## src/rtl/alu_muldiv_pkg.sv

```systemverilog
// Shared opcode values and multiply/divide FSM states for the EX-stage ALU.
package alu_muldiv_pkg;

    localparam logic [4:0] OP_NOP   = 5'h00;
    localparam logic [4:0] OP_ADD   = 5'h01;
    localparam logic [4:0] OP_SUB   = 5'h02;
    localparam logic [4:0] OP_AND   = 5'h03;
    localparam logic [4:0] OP_OR    = 5'h04;
    localparam logic [4:0] OP_NOR   = 5'h05;
    localparam logic [4:0] OP_SLT   = 5'h06;
    localparam logic [4:0] OP_SLL   = 5'h07;
    localparam logic [4:0] OP_SRL   = 5'h08;
    localparam logic [4:0] OP_SRA   = 5'h09;
    localparam logic [4:0] OP_SLTU  = 5'h0A;
    localparam logic [4:0] OP_XOR   = 5'h0B;
    localparam logic [4:0] OP_MULT  = 5'h0C;
    localparam logic [4:0] OP_MULTU = 5'h0D;
    localparam logic [4:0] OP_DIV   = 5'h0E;
    localparam logic [4:0] OP_DIVU  = 5'h0F;
    localparam logic [4:0] OP_MFHI  = 5'h10;
    localparam logic [4:0] OP_MFLO  = 5'h11;
    localparam logic [4:0] OP_ADDU  = 5'h12;
    localparam logic [4:0] OP_SUBU  = 5'h13;

    typedef enum logic [1:0] {
        ST_IDLE = 2'd0,
        ST_MUL  = 2'd1,
        ST_DIV  = 2'd2,
        ST_FIX  = 2'd3
    } md_state_e;

endpackage

```

## src/rtl/alu_muldiv_muldiv_unit.sv

```systemverilog
// Iterative multiply/divide: operands are reduced to magnitudes at start, a shift-add multiplier
// or restoring divider runs WIDTH steps, and one FIX cycle applies signs and writes HI/LO.
module alu_muldiv_muldiv_unit
    import alu_muldiv_pkg::*;
#(
    parameter int unsigned WIDTH = 32
) (
    input  logic             clk,
    input  logic             rst_n,
    input  logic             start,
    input  logic             signed_op,
    input  logic             is_div,
    input  logic [WIDTH-1:0] a,
    input  logic [WIDTH-1:0] b,
    output logic             busy,
    output logic             done,
    output logic [WIDTH-1:0] hi,
    output logic [WIDTH-1:0] lo
);

    localparam int unsigned CntW = $clog2(WIDTH) + 1;

    md_state_e        state_q, state_d;
    logic [CntW-1:0]  cnt_q, cnt_d;
    // acc holds the upper product half / partial remainder; work holds multiplier / quotient
    logic [WIDTH-1:0] acc_q, acc_d, work_q, work_d, opb_q, opb_d, opa_q, opa_d;
    logic [WIDTH-1:0] hi_q, hi_d, lo_q, lo_d;
    logic             div_q, div_d, neg_q, neg_d, rneg_q, rneg_d, bz_q, bz_d;

    logic             sa, sb;
    logic [WIDTH:0]   add_sum, mul_sel, rem_sh;
    logic [WIDTH+1:0] rem_diff;
    logic [2*WIDTH-1:0] prod, prod_fix;

    assign busy = (state_q != ST_IDLE);
    assign done = (state_q == ST_FIX);
    assign hi   = hi_q;
    assign lo   = lo_q;

    // Next-state: operand capture, one iteration step per cycle, sign fix on completion
    always_comb begin
        state_d = state_q;
        cnt_d   = cnt_q;
        acc_d   = acc_q;
        work_d  = work_q;
        opb_d   = opb_q;
        opa_d   = opa_q;
        hi_d    = hi_q;
        lo_d    = lo_q;
        div_d   = div_q;
        neg_d   = neg_q;
        rneg_d  = rneg_q;
        bz_d    = bz_q;

        sa       = signed_op & a[WIDTH-1];
        sb       = signed_op & b[WIDTH-1];
        add_sum  = {1'b0, acc_q} + {1'b0, opb_q};
        mul_sel  = work_q[0] ? add_sum : {1'b0, acc_q};
        rem_sh   = {acc_q, work_q[WIDTH-1]};
        // Extra top bit acts as the borrow flag of the trial subtraction
        rem_diff = {1'b0, rem_sh} - {2'b00, opb_q};
        prod     = {acc_q, work_q};
        prod_fix = neg_q ? -prod : prod;

        unique case (state_q)
            ST_IDLE: begin
                if (start) begin
                    state_d = is_div ? ST_DIV : ST_MUL;
                    cnt_d   = '0;
                    acc_d   = '0;
                    work_d  = sa ? -a : a;
                    opb_d   = sb ? -b : b;
                    opa_d   = a;
                    div_d   = is_div;
                    neg_d   = sa ^ sb;
                    rneg_d  = sa;
                    bz_d    = (b == '0);
                end
            end
            ST_MUL: begin
                acc_d  = mul_sel[WIDTH:1];
                work_d = {mul_sel[0], work_q[WIDTH-1:1]};
                cnt_d  = cnt_q + CntW'(1);
                if (cnt_q == CntW'(WIDTH - 1)) state_d = ST_FIX;
            end
            ST_DIV: begin
                if (!rem_diff[WIDTH+1]) begin
                    acc_d  = rem_diff[WIDTH-1:0];
                    work_d = {work_q[WIDTH-2:0], 1'b1};
                end else begin
                    acc_d  = rem_sh[WIDTH-1:0];
                    work_d = {work_q[WIDTH-2:0], 1'b0};
                end
                cnt_d = cnt_q + CntW'(1);
                if (cnt_q == CntW'(WIDTH - 1)) state_d = ST_FIX;
            end
            ST_FIX: begin
                state_d = ST_IDLE;
                if (!div_q) begin
                    hi_d = prod_fix[2*WIDTH-1:WIDTH];
                    lo_d = prod_fix[WIDTH-1:0];
                end else if (bz_q) begin
                    // Divide by zero: fixed pattern, dividend passed through
                    lo_d = '1;
                    hi_d = opa_q;
                end else begin
                    lo_d = neg_q ? -work_q : work_q;
                    hi_d = rneg_q ? -acc_q : acc_q;
                end
            end
            default: state_d = ST_IDLE;
        endcase
    end

    // State registers with synchronous active-low reset; reset aborts any operation in flight
    always_ff @(posedge clk) begin
        if (!rst_n) begin
            state_q <= ST_IDLE;
            cnt_q   <= '0;
            acc_q   <= '0;
            work_q  <= '0;
            opb_q   <= '0;
            opa_q   <= '0;
            hi_q    <= '0;
            lo_q    <= '0;
            div_q   <= 1'b0;
            neg_q   <= 1'b0;
            rneg_q  <= 1'b0;
            bz_q    <= 1'b0;
        end else begin
            state_q <= state_d;
            cnt_q   <= cnt_d;
            acc_q   <= acc_d;
            work_q  <= work_d;
            opb_q   <= opb_d;
            opa_q   <= opa_d;
            hi_q    <= hi_d;
            lo_q    <= lo_d;
            div_q   <= div_d;
            neg_q   <= neg_d;
            rneg_q  <= rneg_d;
            bz_q    <= bz_d;
        end
    end

endmodule

```

## src/rtl/alu_muldiv.sv

```systemverilog
// Registered EX-stage ALU with valid/ready issue and an iterative multiply/divide unit.
module alu_muldiv
    import alu_muldiv_pkg::*;
#(
    parameter int unsigned WIDTH   = 32,
    parameter int unsigned SHAMT_W = 5,
    parameter int unsigned CTRL_W  = 5
) (
    input  logic               clk,
    input  logic               rst_n,
    input  logic               in_valid,
    output logic               in_ready,
    input  logic [CTRL_W-1:0]  alu_ctrl,
    input  logic [WIDTH-1:0]   a,
    input  logic [WIDTH-1:0]   b,
    input  logic [SHAMT_W-1:0] shamt,
    output logic               out_valid,
    output logic [WIDTH-1:0]   result,
    output logic               zero,
    output logic               ovf
);

    logic             busy, md_done, accept, is_md;
    logic [WIDTH-1:0] hi, lo, sum, dif, op_res;
    logic             op_ovf;
    logic [WIDTH-1:0] result_q, result_d;
    logic             zero_q, zero_d, ovf_q, ovf_d, out_valid_q, out_valid_d;

    assign in_ready  = ~busy;
    assign accept    = in_valid & ~busy;
    assign out_valid = out_valid_q;
    assign result    = result_q;
    assign zero      = zero_q;
    assign ovf       = ovf_q;

    alu_muldiv_muldiv_unit #(
        .WIDTH(WIDTH)
    ) u_muldiv (
        .clk      (clk),
        .rst_n    (rst_n),
        .start    (accept & is_md),
        .signed_op((alu_ctrl == OP_MULT) || (alu_ctrl == OP_DIV)),
        .is_div   ((alu_ctrl == OP_DIV) || (alu_ctrl == OP_DIVU)),
        .a        (a),
        .b        (b),
        .busy     (busy),
        .done     (md_done),
        .hi       (hi),
        .lo       (lo)
    );

    // Combinational single-cycle operation mux
    always_comb begin
        sum    = a + b;
        dif    = a - b;
        op_res = '0;
        op_ovf = 1'b0;
        is_md  = 1'b0;
        case (alu_ctrl)
            OP_ADD: begin
                op_res = sum;
                op_ovf = (a[WIDTH-1] == b[WIDTH-1]) && (sum[WIDTH-1] != a[WIDTH-1]);
            end
            OP_SUB: begin
                op_res = dif;
                op_ovf = (a[WIDTH-1] != b[WIDTH-1]) && (dif[WIDTH-1] != a[WIDTH-1]);
            end
            OP_ADDU:  op_res = sum;
            OP_SUBU:  op_res = dif;
            OP_AND:   op_res = a & b;
            OP_OR:    op_res = a | b;
            OP_NOR:   op_res = ~(a | b);
            OP_XOR:   op_res = a ^ b;
            // Relational compare rather than sign of a-b, so overflow cannot corrupt it
            OP_SLT:   op_res = {{(WIDTH-1){1'b0}}, ($signed(a) < $signed(b))};
            OP_SLTU:  op_res = {{(WIDTH-1){1'b0}}, (a < b)};
            OP_SLL:   op_res = b << shamt;
            OP_SRL:   op_res = b >> shamt;
            OP_SRA:   op_res = $signed(b) >>> shamt;
            OP_MFHI:  op_res = hi;
            OP_MFLO:  op_res = lo;
            OP_MULT, OP_MULTU, OP_DIV, OP_DIVU: is_md = 1'b1;
            default:  op_res = '0;
        endcase
    end

    // Output register next-state: single-cycle result on accept, fixed pattern on mul/div done
    always_comb begin
        result_d    = result_q;
        zero_d      = zero_q;
        ovf_d       = ovf_q;
        out_valid_d = 1'b0;
        if (md_done) begin
            result_d    = '0;
            zero_d      = 1'b1;
            ovf_d       = 1'b0;
            out_valid_d = 1'b1;
        end else if (accept && !is_md) begin
            result_d    = op_res;
            zero_d      = (op_res == '0);
            ovf_d       = op_ovf;
            out_valid_d = 1'b1;
        end
    end

    // Output registers with synchronous active-low reset
    always_ff @(posedge clk) begin
        if (!rst_n) begin
            result_q    <= '0;
            zero_q      <= 1'b0;
            ovf_q       <= 1'b0;
            out_valid_q <= 1'b0;
        end else begin
            result_q    <= result_d;
            zero_q      <= zero_d;
            ovf_q       <= ovf_d;
            out_valid_q <= out_valid_d;
        end
    end

endmodule

```

## config.mk

```make
export PLATFORM = sky130hd
export DESIGN_NAME = alu_muldiv
export DESIGN_NICKNAME = d
export VERILOG_FILES = /design/src/rtl/alu_muldiv_pkg.sv /design/src/rtl/alu_muldiv_muldiv_unit.sv /design/src/rtl/alu_muldiv.sv
export SDC_FILE = /design/constraint.sdc
export NUM_CORES = 1
export LEC_CHECK = 0
export ABC_AREA = 0
export CAP_MARGIN = 20
export CELL_PAD_IN_SITES_DETAIL_PLACEMENT = 0
export CELL_PAD_IN_SITES_GLOBAL_PLACEMENT = 2
export CORE_MARGIN = 4
export CORE_UTILIZATION = 34
export CTS_BUF_LIST = sky130_fd_sc_hd__clkbuf_8
export CTS_CLUSTER_DIAMETER = 40
export DETAILED_ROUTE_END_ITERATION = 10
export GPL_ROUTABILITY_DRIVEN = 0
export PLACE_DENSITY = 0.86
export SYNTH_ARGS = -nofsm -noshare
export SYNTH_HDL_FRONTEND = slang
export SYNTH_SLANG_ARGS = --single-unit
```

## constraint.sdc

```tcl
create_clock -name clk -period 4.5 [get_ports clk]
set_input_delay 1.35 -clock clk [delete_from_list [all_inputs] [get_ports clk]]
set_output_delay 1.35 -clock clk [all_outputs]
set_load 0.02 [all_outputs]
```

==> results.cfg <==
[timing]
fin_ws_ns = -0.0672
grt_setup_unrepaired = yes
drv_slew = 0
fin_crit_sh = 1.01
worst_slew_pin_slew_ns = 1.16
final_hold_viol_count = 0
fin_crit_ns = 4.57
fmax_ghz = 0.219
clock_skew_ns = 0.0356
setup_viol_count_final = 1
max-slew-margin-rel = 0.223

[worst_setup_path]
cp_common_cell = buf_4
cp_slowest_cell = mux4_2
worst_setup_path_end_kind = flop
critPathLaunchType = primary input
critical_path_class = primary input to flop
cp.arrival_ns = 5.14
path_buf_inv = 5
worstPathMaxFanout = 7
path_cells = clkdlybuf4s50_1 -> buf_4 -> mux4_2 -> mux2i_1 -> buf_4 -> a2bb2oi_1 -> buf_4 -> nand2_1 -> o21ai_0 -> a221o_1 -> a211o_1 -> nor4_2 -> buf_4 -> nand4_1 -> o41ai_2
critPathMaxStageDelay_ns = 0.52
critPathTopFamily = compound AO/OA/AOI/OAI gates
required_ns = 5.07

[clock_tree]
clk_path_buf_depth = 3
cts_buffers = 51
tritoncts = done
clkLatencyLatePin_ns = 0.67
cts_root_buffer = clkbuf_8
path_clk_slew_ns = 0.06
hold_buffers = 0
htree_levels = 2
cts_sinks = 239

[synthesis]
synth_top_family_by_area = compound AO/OA/AOI/OAI gates
post_synth_fa_ha_maj_area_fraction = 0.0861
synth-async-reset-ratio = 0
postSynthAreaPerCell_um2 = 7.35
ys_seq_area_frac = 0.172
synth_edf_count = 0
synth.distinct_cells = 91
synth_compound_area_frac = 0.299
ys_warn_count = 0
postSynthCellCount = 3782
synth_simple_gate_area_frac = 0.202
synth_ff_type = dfxtp_1
synth_seq_cells = 239
synth-xor-area-share = 0.0693
netlist_area_um2 = 27800
synth_nets = 4048
synthMuxAreaShare = 0.101

[route]
ant_nets = 0
via_per_inst = 6.24
wl_per_cell_um = 26.9
vias = 35000
top_layer = met5
routedLengthMet1_um = 58600
met3RoutedLength_um = 21300
detail_route.first_pass.iterations = 8
wl_met2_um = 58300
route.detailed.drc = 0
routed_wl_um = 151000
drt_iter0_markers = 4667

[placement]
pre_cts_slack_ns = -1.27
io_buffers = 112
hpwl_um = 120000

[run_status]
violations = setup timing
outcome = finished, violations left

[power]
total_power_mw = 9.78
pwr_density_cell_nw_per_um2 = 260
leakage_nw = 15.6
vdd_drop_max_mv = 0.253

[floorplan]
dieArea_um2 = 86400
start_util = 0.344
fp.dieH_um = 294
io_pins = 113
core-area_um2 = 80800
core.rowCount = 104
dieWidth_um = 294

[final_layout]
final_common_cell = buf_4
final_cell_mix = buf_4 (861), nand2_1 (412), a21oi_1 (322)
layout-drive-gt1-share = 0.275
fin_util = 0.466
syn_to_final_growth_pct = 35.5
fin_nets = 4773

[grt]
grt_overflow_total = 0
grt_pass1_wl_um = 217000
grt_max_degree = 116
first_global_vias = 32700
antenna_found_initial = 9
grt_usage = 0.333

[min_path]
hold_path_class = flop to flop

[run]
drv_cap = 0
-- report_power, final --
group / internal [mW] / total, mW / switching, mW
registers: 2.27 / 2.48 / 0.209
logic: 1.95 / 4.78 / 2.83
clock network: 1.38 / 2.52 / 1.14
total: 5.60 / 9.78 / 4.17
-- state kept, by name, indices dropped and copies added, names as in the netlist --
| name | cells |
|---|---|
| u_muldiv.acc_q | 32 |
| u_muldiv.hi | 32 |
| u_muldiv.bz_q | 1 |
| u_muldiv.lo | 32 |
| u_muldiv.state_q | 2 |
| out_valid | 1 |
| ovf | 1 |
| result | 32 |
| u_muldiv.neg_q | 1 |
| u_muldiv.rneg_q | 1 |
| u_muldiv.cnt_q | 6 |
| u_muldiv.opb_q | 32 |
| zero | 1 |
| u_muldiv.opa_q | 32 |
| u_muldiv.div_q | 1 |
| u_muldiv.work_q | 32 |
-- kinds of logic (layout without fill, tap and decap cells) --
group | count (synthesis) | in the layout
AOI/OAI and AO/OA | 1260 | 1260
and+or+nand+nor | 1181 | 1181
buffers and inverters | 503 | 1264
DFF | 239 | 239
xor gates and xnor gates | 220 | 220
muxes | 190 | 190
adders and majority gates | 189 | 189
other | 0 | 3
-- metrics by stage --
step | TNS, ns | hold slack [ns] | instances | cell area [um2]
2_1_floorplan | 0 | 0.433 | 3782 | 27900
3_3_place_gp | -19.31 | 0.444 | 5484 | 35700
3_5_place_dp | -21.33 | 0.447 | 5484 | 35700
4_1_cts | 0 | 0.455 | 5599 | 37500
5_1_grt | -0.123 | 0.468 | 5604 | 37700
6_report | -0.0672 | 0.453 | 5606 | 37700
-- final timing paths --
check | startpoint | to | depth (start not counted) | slack (ns)
hold reg to reg | ovf | ovf | 2 | 0.45
hold / removal | ovf | ovf | 2 | 0.45
setup reg to reg | u_muldiv.opb_q[12] | u_muldiv.acc_q[3] | 14 | 0.31
setup / recovery | b[24] | zero | 15 | -0.07
-- tightest hold or removal path, stage by stage (launching register included) --
cell and delay, ns:
dfxtp_1 0.31, nand2_1 0.05, a21oi_1 0.05
-- area by class of cell --
| cell class | count | area, um2 |
|---|---|---|
| Sequential cell | 239 | 4790 |
| Antenna cell | 3 | 7.51 |
| Tap cell | 1060 | 1330 |
| Clock buffer | 59 | 812 |
| Fill cell | 8156 | 43100 |
| Clock inverter | 30 | 264 |
| Timing Repair Buffer | 1005 | 8060 |
| Inverter | 170 | 652 |
| Multi-Input combinational cell | 3040 | 21800 |
-- what timing repair did --
action | 4_1_cts | 5_1_grt
resized for setup | 161 | 22
pin swaps | 40 | 7
endpoints found under the setup margin | 8 | 8
buffers inserted | 26 | 3
-- cell usage after synthesis, types with 20 or more instances --
| cell type | count | area, um2 |
|---|---|---|
| xor2_1 | 71 | 622 |
| o31ai_1 | 54 | 405 |
| a222oi_1 | 20 | 200 |
| mux4_2 | 68 | 1530 |
| or4_1 | 20 | 150 |
| o211ai_1 | 70 | 526 |
| o21ai_0 | 275 | 1380 |
| mux2i_1 | 86 | 861 |
| a211oi_1 | 88 | 661 |
| inv_1 | 162 | 608 |
| a221oi_1 | 31 | 272 |
| nor4_1 | 31 | 194 |
| nand4_1 | 43 | 269 |
| xnor2_1 | 149 | 1310 |
| nor3_1 | 73 | 365 |
| clkbuf_1 | 263 | 987 |
| nand2_1 | 414 | 1550 |
| nand2b_1 | 38 | 238 |
| buf_1 | 33 | 124 |
| or3_1 | 31 | 194 |
| and3_1 | 22 | 138 |
| a22oi_1 | 39 | 293 |
| a221o_1 | 41 | 410 |
| mux2_2 | 36 | 405 |
| dfxtp_1 | 239 | 4780 |
| nor2_1 | 289 | 1080 |
| nand3_1 | 95 | 475 |
| a21oi_1 | 333 | 1670 |
| nor2b_1 | 32 | 200 |
| buf_2 | 29 | 145 |
| ha_1 | 185 | 2310 |
| a31oi_1 | 39 | 244 |
| a21o_1 | 44 | 330 |
-- per-layer routing --
metal | track usage | vias to the layer above
li1 | - | 15500
met1 | 0.428 | 16600
met2 | 0.458 | 2340
met3 | 0.136 | 610
met4 | 0.215 | 4
met5 | 0.00111 | -
Note: power is estimated with default switching activity, not from simulation.
